### config.mk
export PLATFORM = sky130hd
export DESIGN_NAME = idu_stage_flat
export DESIGN_NICKNAME = d
export VERILOG_FILES = /design/src/rtl/idu_stage_if.sv /design/src/rtl/idu_stage.sv /design/src/flat_wrapper.sv
export SDC_FILE = /design/constraint.sdc
export NUM_CORES = 1
export LEC_CHECK = 0
export ABC_AREA = 0
export ABC_CLOCK_PERIOD_IN_PS = 1900
export BUFFER_PORTS_ARGS = -buffer_cell sky130_fd_sc_hd__buf_4
export CAP_MARGIN = 20
export CORE_UTILIZATION = 44
export DETAILED_ROUTE_END_ITERATION = 7
export PLACE_DENSITY = 0.84
export SETUP_SLACK_MARGIN = 0.02
export SYNTH_ARGS = -nofsm -noshare
export SYNTH_HDL_FRONTEND = slang
export SYNTH_SLANG_ARGS = --single-unit
### constraint.sdc
create_clock -name clk -period 1.9 [get_ports clk]
set_input_delay 0.19 -clock clk [delete_from_list [all_inputs] [get_ports clk]]
set_output_delay 0.19 -clock clk [all_outputs]
set_load 0.01 [all_outputs]
### src/rtl/idu_stage_if.sv
// Fetch-side and execute-side handshake bundle of the instruction decode stage.
// The slave modport is the decoder's view; master is the surrounding pipeline.
interface idu_stage_if #(
   parameter int XLEN = 32
);
   logic            in_valid;
   logic            in_ready;
   logic [31:0]     in_instr;
   logic [XLEN-1:0] in_pc;

   logic            out_valid;
   logic            out_ready;
   logic [XLEN-1:0] out_pc;
   logic [4:0]      out_rd;
   logic [4:0]      out_rs1;
   logic [4:0]      out_rs2;
   logic [2:0]      out_ext_type;
   logic [2:0]      out_reg_write;
   logic [1:0]      out_pc_src;
   logic [4:0]      out_alu_ctrl;
   logic            out_mem_rd;
   logic            out_mem_wr;
   logic            out_illegal;
   logic            out_ebreak;

   modport slave (
      input  in_valid, in_instr, in_pc, out_ready,
      output in_ready, out_valid, out_pc, out_rd, out_rs1, out_rs2,
             out_ext_type, out_reg_write, out_pc_src, out_alu_ctrl,
             out_mem_rd, out_mem_wr, out_illegal, out_ebreak
   );

   modport master (
      output in_valid, in_instr, in_pc, out_ready,
      input  in_ready, out_valid, out_pc, out_rd, out_rs1, out_rs2,
             out_ext_type, out_reg_write, out_pc_src, out_alu_ctrl,
             out_mem_rd, out_mem_wr, out_illegal, out_ebreak
   );
endinterface

### src/rtl/idu_stage.sv
// RISC-V instruction decode stage with a one-deep registered output and trap halt.
// Optional macro IDU_STAGE_TRAP_EN enables the HALT state on illegal/EBREAK acceptance.
module idu_stage #(
   parameter int XLEN  = 32,
   parameter int CNT_W = 32
) (
   input  logic             clk,
   input  logic             rst_n,
   idu_stage_if.slave       bus,
   input  logic             resume,
   output logic             halted,
   output logic [CNT_W-1:0] decode_cnt
);

   localparam bit IS_RV32 = (XLEN == 32);

   localparam logic [6:0] OPC_LUI     = 7'b0110111;
   localparam logic [6:0] OPC_AUIPC   = 7'b0010111;
   localparam logic [6:0] OPC_JAL     = 7'b1101111;
   localparam logic [6:0] OPC_JALR    = 7'b1100111;
   localparam logic [6:0] OPC_BRANCH  = 7'b1100011;
   localparam logic [6:0] OPC_LOAD    = 7'b0000011;
   localparam logic [6:0] OPC_STORE   = 7'b0100011;
   localparam logic [6:0] OPC_OPIMM   = 7'b0010011;
   localparam logic [6:0] OPC_OP      = 7'b0110011;
   localparam logic [6:0] OPC_OP32    = 7'b0111011;
   localparam logic [6:0] OPC_OPIMM32 = 7'b0011011;
   localparam logic [6:0] OPC_SYSTEM  = 7'b1110011;

   localparam logic [31:0] INSTR_ECALL  = 32'h0000_0073;
   localparam logic [31:0] INSTR_EBREAK = 32'h0010_0073;

   localparam logic [2:0] EXT_NONE = 3'd0;
   localparam logic [2:0] EXT_I    = 3'd1;
   localparam logic [2:0] EXT_S    = 3'd2;
   localparam logic [2:0] EXT_B    = 3'd3;
   localparam logic [2:0] EXT_U    = 3'd4;
   localparam logic [2:0] EXT_J    = 3'd5;

   localparam logic [2:0] WB_NONE = 3'd0;
   localparam logic [2:0] WB_ALU  = 3'd1;
   localparam logic [2:0] WB_LOAD = 3'd2;
   localparam logic [2:0] WB_PC4  = 3'd3;
   localparam logic [2:0] WB_IMM  = 3'd4;

   localparam logic [1:0] PCS_SEQ  = 2'd0;
   localparam logic [1:0] PCS_JAL  = 2'd1;
   localparam logic [1:0] PCS_JALR = 2'd2;
   localparam logic [1:0] PCS_BR   = 2'd3;

   typedef struct packed {
      logic [4:0] rd;
      logic [4:0] rs1;
      logic [4:0] rs2;
      logic [2:0] ext_type;
      logic [2:0] reg_write;
      logic [1:0] pc_src;
      logic [4:0] alu_ctrl;
      logic       mem_rd;
      logic       mem_wr;
      logic       illegal;
      logic       ebreak;
   } dec_t;

   localparam dec_t DEC_ZERO = dec_t'({$bits(dec_t){1'b0}});

   // Pure combinational decode of one instruction word into the control bundle.
   function automatic dec_t decode(input logic [31:0] instr);
      dec_t       d;
      logic [2:0] f3;
      logic       is_shift;
      logic       funct6_ok;
      d         = DEC_ZERO;
      f3        = instr[14:12];
      is_shift  = (f3 == 3'b001) || (f3 == 3'b101);
      funct6_ok = (instr[31:26] == 6'b000000) || (instr[31:26] == 6'b010000);
      d.rd      = instr[11:7];
      d.rs1     = instr[19:15];
      d.ebreak  = (instr == INSTR_EBREAK);
      case (instr[6:0])
         OPC_LUI: begin
            d.rs1       = 5'd0;
            d.ext_type  = EXT_U;
            d.reg_write = WB_IMM;
         end
         OPC_AUIPC: begin
            d.rs1       = 5'd0;
            d.ext_type  = EXT_U;
            d.reg_write = WB_ALU;
            d.alu_ctrl  = 5'b10000;
         end
         OPC_JAL: begin
            d.rs1       = 5'd0;
            d.ext_type  = EXT_J;
            d.reg_write = WB_PC4;
            d.pc_src    = PCS_JAL;
         end
         OPC_JALR: begin
            d.ext_type  = EXT_I;
            d.reg_write = WB_PC4;
            d.pc_src    = PCS_JALR;
            d.alu_ctrl  = 5'b10000;
         end
         OPC_BRANCH: begin
            d.rd       = 5'd0;
            d.rs2      = instr[24:20];
            d.ext_type = EXT_B;
            d.pc_src   = PCS_BR;
            d.alu_ctrl = {2'b00, f3};
         end
         OPC_LOAD: begin
            d.ext_type  = EXT_I;
            d.reg_write = WB_LOAD;
            d.alu_ctrl  = 5'b10000;
            d.mem_rd    = 1'b1;
         end
         OPC_STORE: begin
            d.rd       = 5'd0;
            d.rs2      = instr[24:20];
            d.ext_type = EXT_S;
            d.alu_ctrl = 5'b10000;
            d.mem_wr   = 1'b1;
         end
         OPC_OPIMM: begin
            d.ext_type  = EXT_I;
            d.reg_write = WB_ALU;
            d.alu_ctrl  = {1'b0, ((f3 == 3'b101) ? instr[30] : 1'b0), f3};
            // bit 25 is shamt[5], which only exists on RV64
            d.illegal   = is_shift && ((IS_RV32 && instr[25]) || !funct6_ok);
         end
         OPC_OP: begin
            d.rs2       = instr[24:20];
            d.ext_type  = EXT_NONE;
            d.reg_write = WB_ALU;
            d.alu_ctrl  = {1'b0, instr[30], f3};
         end
         OPC_OP32: begin
            d.rs2       = instr[24:20];
            d.ext_type  = EXT_NONE;
            d.reg_write = WB_ALU;
            d.illegal   = IS_RV32;
         end
         OPC_OPIMM32: begin
            d.ext_type  = EXT_I;
            d.reg_write = WB_ALU;
            d.illegal   = IS_RV32 || (is_shift && !funct6_ok);
         end
         OPC_SYSTEM: begin
            d.ext_type = EXT_I;
            d.illegal  = (instr != INSTR_ECALL) && (instr != INSTR_EBREAK);
         end
         default: begin
            d.illegal = 1'b1;
         end
      endcase
      return d;
   endfunction

   dec_t             dec_s;
   dec_t             dec_r;
   logic             out_valid_r;
   logic [XLEN-1:0]  out_pc_r;
   logic [CNT_W-1:0] cnt_r;
   logic             run_s;
   logic             in_ready_s;
   logic             accept_s;

   assign dec_s      = decode(bus.in_instr);
   assign in_ready_s = rst_n && run_s && (!out_valid_r || bus.out_ready);
   assign accept_s   = bus.in_valid && in_ready_s;

`ifdef IDU_STAGE_TRAP_EN
   typedef enum logic [0:0] {
      ST_RUN  = 1'b0,
      ST_HALT = 1'b1
   } state_t;

   state_t state_r;
   state_t state_nxt_s;

   // Trap state register.
   always_ff @(posedge clk or negedge rst_n) begin
      if (!rst_n) begin
         state_r <= ST_RUN;
      end else begin
         state_r <= state_nxt_s;
      end
   end

   // Halt on accepting a trapping word; only resume leaves HALT.
   always_comb begin
      state_nxt_s = state_r;
      case (state_r)
         ST_RUN: begin
            if (accept_s && (dec_s.illegal || dec_s.ebreak)) begin
               state_nxt_s = ST_HALT;
            end else begin
               state_nxt_s = ST_RUN;
            end
         end
         ST_HALT: begin
            if (resume) begin
               state_nxt_s = ST_RUN;
            end else begin
               state_nxt_s = ST_HALT;
            end
         end
         default: begin
            state_nxt_s = ST_RUN;
         end
      endcase
   end

   assign run_s  = (state_r == ST_RUN);
   assign halted = (state_r == ST_HALT);
`else
   logic unused_resume_s;

   assign unused_resume_s = resume;
   assign run_s           = 1'b1;
   assign halted          = 1'b0;
`endif

   // Output register: load on acceptance, drop valid once drained; fields hold otherwise.
   always_ff @(posedge clk or negedge rst_n) begin
      if (!rst_n) begin
         out_valid_r <= 1'b0;
         out_pc_r    <= {XLEN{1'b0}};
         dec_r       <= DEC_ZERO;
      end else if (accept_s) begin
         out_valid_r <= 1'b1;
         out_pc_r    <= bus.in_pc;
         dec_r       <= dec_s;
      end else if (bus.out_ready) begin
         out_valid_r <= 1'b0;
      end else begin
         out_valid_r <= out_valid_r;
      end
   end

   // Accepted-instruction counter, wraps naturally.
   always_ff @(posedge clk or negedge rst_n) begin
      if (!rst_n) begin
         cnt_r <= {CNT_W{1'b0}};
      end else if (accept_s) begin
         cnt_r <= cnt_r + CNT_W'(1);
      end else begin
         cnt_r <= cnt_r;
      end
   end

   assign bus.in_ready      = in_ready_s;
   assign bus.out_valid     = out_valid_r;
   assign bus.out_pc        = out_pc_r;
   assign bus.out_rd        = dec_r.rd;
   assign bus.out_rs1       = dec_r.rs1;
   assign bus.out_rs2       = dec_r.rs2;
   assign bus.out_ext_type  = dec_r.ext_type;
   assign bus.out_reg_write = dec_r.reg_write;
   assign bus.out_pc_src    = dec_r.pc_src;
   assign bus.out_alu_ctrl  = dec_r.alu_ctrl;
   assign bus.out_mem_rd    = dec_r.mem_rd;
   assign bus.out_mem_wr    = dec_r.mem_wr;
   assign bus.out_illegal   = dec_r.illegal;
   assign bus.out_ebreak    = dec_r.ebreak;
   assign decode_cnt        = cnt_r;

endmodule

### src/flat_wrapper.sv
// flat-port wrapper written by rule: the top's interface ports become plain ports
module idu_stage_flat 
#(
   parameter int XLEN  = 32,
   parameter int CNT_W = 32
)
  (clk, rst_n, resume, halted, decode_cnt, bus_in_valid, bus_in_instr, bus_in_pc, bus_out_ready, bus_in_ready, bus_out_valid, bus_out_pc, bus_out_rd, bus_out_rs1, bus_out_rs2, bus_out_ext_type, bus_out_reg_write, bus_out_pc_src, bus_out_alu_ctrl, bus_out_mem_rd, bus_out_mem_wr, bus_out_illegal, bus_out_ebreak);
  idu_stage_if #(.XLEN(XLEN)) bus_i ();
  input  logic clk;
  input  logic rst_n;
  input  logic resume;
  output logic halted;
  output logic [CNT_W-1:0] decode_cnt;
  input wire logic [$bits(bus_i.in_valid)-1:0] bus_in_valid;
  input wire logic [$bits(bus_i.in_instr)-1:0] bus_in_instr;
  input wire logic [$bits(bus_i.in_pc)-1:0] bus_in_pc;
  input wire logic [$bits(bus_i.out_ready)-1:0] bus_out_ready;
  output wire logic [$bits(bus_i.in_ready)-1:0] bus_in_ready;
  output wire logic [$bits(bus_i.out_valid)-1:0] bus_out_valid;
  output wire logic [$bits(bus_i.out_pc)-1:0] bus_out_pc;
  output wire logic [$bits(bus_i.out_rd)-1:0] bus_out_rd;
  output wire logic [$bits(bus_i.out_rs1)-1:0] bus_out_rs1;
  output wire logic [$bits(bus_i.out_rs2)-1:0] bus_out_rs2;
  output wire logic [$bits(bus_i.out_ext_type)-1:0] bus_out_ext_type;
  output wire logic [$bits(bus_i.out_reg_write)-1:0] bus_out_reg_write;
  output wire logic [$bits(bus_i.out_pc_src)-1:0] bus_out_pc_src;
  output wire logic [$bits(bus_i.out_alu_ctrl)-1:0] bus_out_alu_ctrl;
  output wire logic [$bits(bus_i.out_mem_rd)-1:0] bus_out_mem_rd;
  output wire logic [$bits(bus_i.out_mem_wr)-1:0] bus_out_mem_wr;
  output wire logic [$bits(bus_i.out_illegal)-1:0] bus_out_illegal;
  output wire logic [$bits(bus_i.out_ebreak)-1:0] bus_out_ebreak;
  assign bus_i.in_valid = bus_in_valid;
  assign bus_i.in_instr = bus_in_instr;
  assign bus_i.in_pc = bus_in_pc;
  assign bus_i.out_ready = bus_out_ready;
  assign bus_in_ready = bus_i.in_ready;
  assign bus_out_valid = bus_i.out_valid;
  assign bus_out_pc = bus_i.out_pc;
  assign bus_out_rd = bus_i.out_rd;
  assign bus_out_rs1 = bus_i.out_rs1;
  assign bus_out_rs2 = bus_i.out_rs2;
  assign bus_out_ext_type = bus_i.out_ext_type;
  assign bus_out_reg_write = bus_i.out_reg_write;
  assign bus_out_pc_src = bus_i.out_pc_src;
  assign bus_out_alu_ctrl = bus_i.out_alu_ctrl;
  assign bus_out_mem_rd = bus_i.out_mem_rd;
  assign bus_out_mem_wr = bus_i.out_mem_wr;
  assign bus_out_illegal = bus_i.out_illegal;
  assign bus_out_ebreak = bus_i.out_ebreak;
  idu_stage #(.XLEN(XLEN), .CNT_W(CNT_W)) u_core (.clk(clk), .rst_n(rst_n), .bus(bus_i), .resume(resume), .halted(halted), .decode_cnt(decode_cnt));
endmodule
==> results.md <==
- Across all layers, the routed design uses 3,749 vias.
- The CTS buffer count is 9.
- After synthesis the netlist holds a flip-flop and latch count of 97.
- The later pin in the worst-skew pair is clocked with a latency of 350 ps.
- Yosys attributes the largest share of cell area to sky130_fd_sc_hd__dfrtp_1 (58%), sky130_fd_sc_hd__nand2_1 (13%), sky130_fd_sc_hd__xnor2_1 (4.2%).
- Yosys printed 0 warnings.
- The checks that failed: negative hold slack.
- CTS placed an instance of sky130_fd_sc_hd__clkbuf_8 at the clock tree root.
- The required time at the endpoint of the critical path is roughly 2100 ps.
- The critical path endpoint category is a flip-flop.
- The quantity of I/O buffers inserted on ports is around 170.
- The largest clock skew in the final design is 12.8 ps.
- The top cell type by area accounts for 58.4% of the synthesized area.
- The proportion of layout cells with a drive suffix above 1 is between 30% and 40%.
- The die extent in y is a little under 100 um.
- The final-stage net count is 672.
- After detailed routing, the number of vias per cell comes to 5.22.
- The number of max-slew violations in the final report is 0.
- The width of the die is 99.2 um.
- For this design the top-level I/O count stands at 168.
- For this run, design rule violations remaining after detail routing come to 0.
- The synthesis-to-layout area growth is 39.5%.
- The wire length per cell after detailed routing is 15.0 um.
- Counting every sink on the clock net gives between 90 and 100.
- For the worst setup path, the data arrival time is about 2000 ps.
- In the synthesized netlist, the cells that appear most often are sky130_fd_sc_hd__nand2_1 (148), sky130_fd_sc_hd__dfrtp_1 (97), sky130_fd_sc_hd__nand3_1 (22).
- The first detailed-routing pass ran for 4 iterations.
- The final setup violation count is 0.
- The highest attainable clock frequency is 0.566 GHz.
- The weighted congestion reported at the end of routability-driven placement is 0.875.
- The aggregate global-route resource usage is ~22%.
- Setup repair after global routing left no endpoint under its margin.
- Once layout is complete, the cells apart from fillers number 718.
- The critical setup path kind is flip-flop to flip-flop.
- The post-route minimum period is 1770 ps.
- The most frequently used cell type in the post-synthesis netlist is sky130_fd_sc_hd__nand2_1.
- The number of buffers on the longest clock path is 2.
- The first global-routing pass estimated roughly 17,000 um of wire.
- The max-capacitance violation count is 0.
- Entering global routing, the biggest net connects 51 pins.
- The post-layout total power is 4.85 mW.
- Summed over all cells, the static leakage comes to ~3.0 nW.
- The tightest hold path in the finished design has a slack of -28.5 ps.
- TritonCTS built the clock tree.
- In the synthesized netlist the dominant register cell turns out to be sky130_fd_sc_hd__dfrtp_1.
- The number of synthesized flops with an enable pin is 0.
- The number of hold-slack violations in the final timing report is 29.
- STA classifies the critical path startpoint as a flip-flop.
- The slew at the pin with the worst max-slew slack is 638 ps.
- The via count of the first global-routing pass is around 3,700.
- The post-route antenna net violation count is 0.
- The run finished, with violations left.
- In this run, the number of DRC markers left after iteration 0 of detailed routing was approximately 120.
- After legalization and detailed placement, the total HPWL measured around 8000 um.
- Sequential cells were found to cover 58.4% of the synthesized design area.
- The setup check on the worst reg-to-reg path leaves a slack of 130 ps.
- The fraction of the core area covered by cells at the end of the flow is 63.0%.
- The repair_antennas step left the layout with diodes totalling 0.
- Headroom to the max-slew limit came out at between 50 and 60%.
- In this run the standard cell core region covers 9200 um2.
- The largest fanout on the critical path is 5.
- The synthesized netlist contains 40 unique library cells.
- The net count after synthesis is roughly 500.
- The floorplan step defined a die boundary enclosing 9840 um2.
- After global routing the overflow that remains totals 0.
- The number of antenna violations at the first check in global routing is 0.
- The effective utilization at floorplan is 45.2%.
- The total number of H-tree levels is 3.
- The min-delay analysis places its worst path in the category primary input to asynchronous set/reset pin.
- Of all flip-flops after synthesis, the portion carrying an async set or reset was 100%.
- The number of cells in the design after placement is 702.
- The cell type with the largest total area after synthesis is sky130_fd_sc_hd__dfrtp_1.
- IR analysis of the VDD net gives a maximum drop of 0.385 mV.
- The portion of the clock cycle consumed by the worst path in the final layout is between 90% and 100%.
- Wires add up to 10,800 um.
- The number of setup buffers added after CTS is 0.
- The mean instance size in the synthesized netlist is slightly below 10 um2.
- After floorplanning, the core was divided into 35 placement rows.
- The clock slew at the register clock pins of the worst setup and hold paths is 100 ps.
- The cell area that synthesis handed to floorplanning was 4160 um2.
- After technology mapping, the gate count stands at about 430.
- The power per cell area is 837 nW/um2.
-- metal layers --
metal | up-vias | share of wire, % | GRT usage [%]
li1 | 1775 | - | -
met1 | 1820 | 43 | 28.4
met2 | 138 | 50 | 36.8
met3 | 16 | 5.7 | 4.15
met4 | 0 | 1.6 | 8.71
met5 | - | 0 | 0
-- where the power goes --
group          switching [mW]  internal (mW)
registers               0.171           2.28
clock network           0.712          0.615
logic                   0.538          0.533
total                    1.42           3.43
-- flip-flops by register name, indices dropped and copies added (netlist names), 3 cells and up --
register,count
u_core.bus.out_rs1,5
u_core.bus.out_reg_write,3
u_core.bus.out_pc,32
u_core.bus.out_ext_type,3
u_core.bus.out_alu_ctrl,5
u_core.bus.out_rd,5
u_core.bus.out_rs2,5
u_core.decode_cnt,32
-- placed cells by master (no fill, tap or decap), drive strengths merged, types with 4 or more instances in the layout --
master  synthesis  routed
o21ai           9       9
and3            6       6
nand3          22      22
nand2         148     148
nor3            6       6
nand2b          4       4
buf             2     180
a22o           12      12
nand4           6       6
and2            4       4
nor2b           5       5
nor2           21      21
nor4            8       8
inv             3       5
xor2           12      12
clkbuf         15      10
dfrtp          97      97
xnor2          20      20
-- per-stage QoR --
stage / setup TNS [ps] / hold slack [ps] / instance area, um2 / setup WS (ps)
after global routing: 0 / 8.29 / 5800 / 37.8
after floorplan: 0 / -106 / 4160 / 35.7
final: 0 / -28.5 / 5800 / 134
after global placement: 0 / 356 / 5600 / 18.7
after CTS: 0 / -18.3 / 5790 / 116
after detailed placement: -22.8 / 369 / 5600 / -16.9
-- what timing repair did --
action,in CTS,in global routing
pin swaps,1,0
gates resized for setup,0,1
hold endpoints to repair,39,0
setup endpoints to repair,3,2
-- path summary, 6_finish.rpt --
path | start | to | cells past startpoint
max in group asynchronous | rst_n | u_core.decode_cnt[13] | 3
setup reg to reg | u_core.bus.out_valid | u_core.decode_cnt[26] | 5
hold / removal | rst_n | u_core.decode_cnt[19] | 2
setup / recovery | u_core.bus.out_valid | u_core.decode_cnt[26] | 5
min in group clk | bus_in_pc[2] | u_core.bus.out_pc[2] | 3
hold reg to reg | u_core.decode_cnt[31] | u_core.decode_cnt[31] | 1
-- logic make-up (layout without fill, tap and decap cells) --
kind of cell             count (synthesis)  after routing  share of synthesized area (%)
flip-flops                              97             97                           58.4
XOR/XNOR                                32             32                           6.74
other                                    1              1                         0.0902
buffers and inverters                   20            199                           1.90
adder cells (fa/ha/maj)                  1              1                          0.301
AND/OR/NAND/NOR                        238            238                           25.7
AO/OA/AOI/OAI                           39             39                           6.84
-- cell type report --
cell class              count  area (um2)
fillers                   779        3400
flip-flops and latches     97        2430
multi-input cells         311        1670
repair buffers            180        1350
well taps                 111         139
clock buffers              10         128
clock inverters             6        65.1
inverters                   3        11.3
-- worst max-delay path, stage by stage (launching register included) --
cell and delay [ps]:
sky130_fd_sc_hd__dfrtp_1 400, sky130_fd_sc_hd__nor2b_1 160, sky130_fd_sc_hd__or4_4 580, sky130_fd_sc_hd__nor4_4 260, sky130_fd_sc_hd__nand3_1 140, sky130_fd_sc_hd__xnor2_1 140
Power figures use the tool's default switching activity.
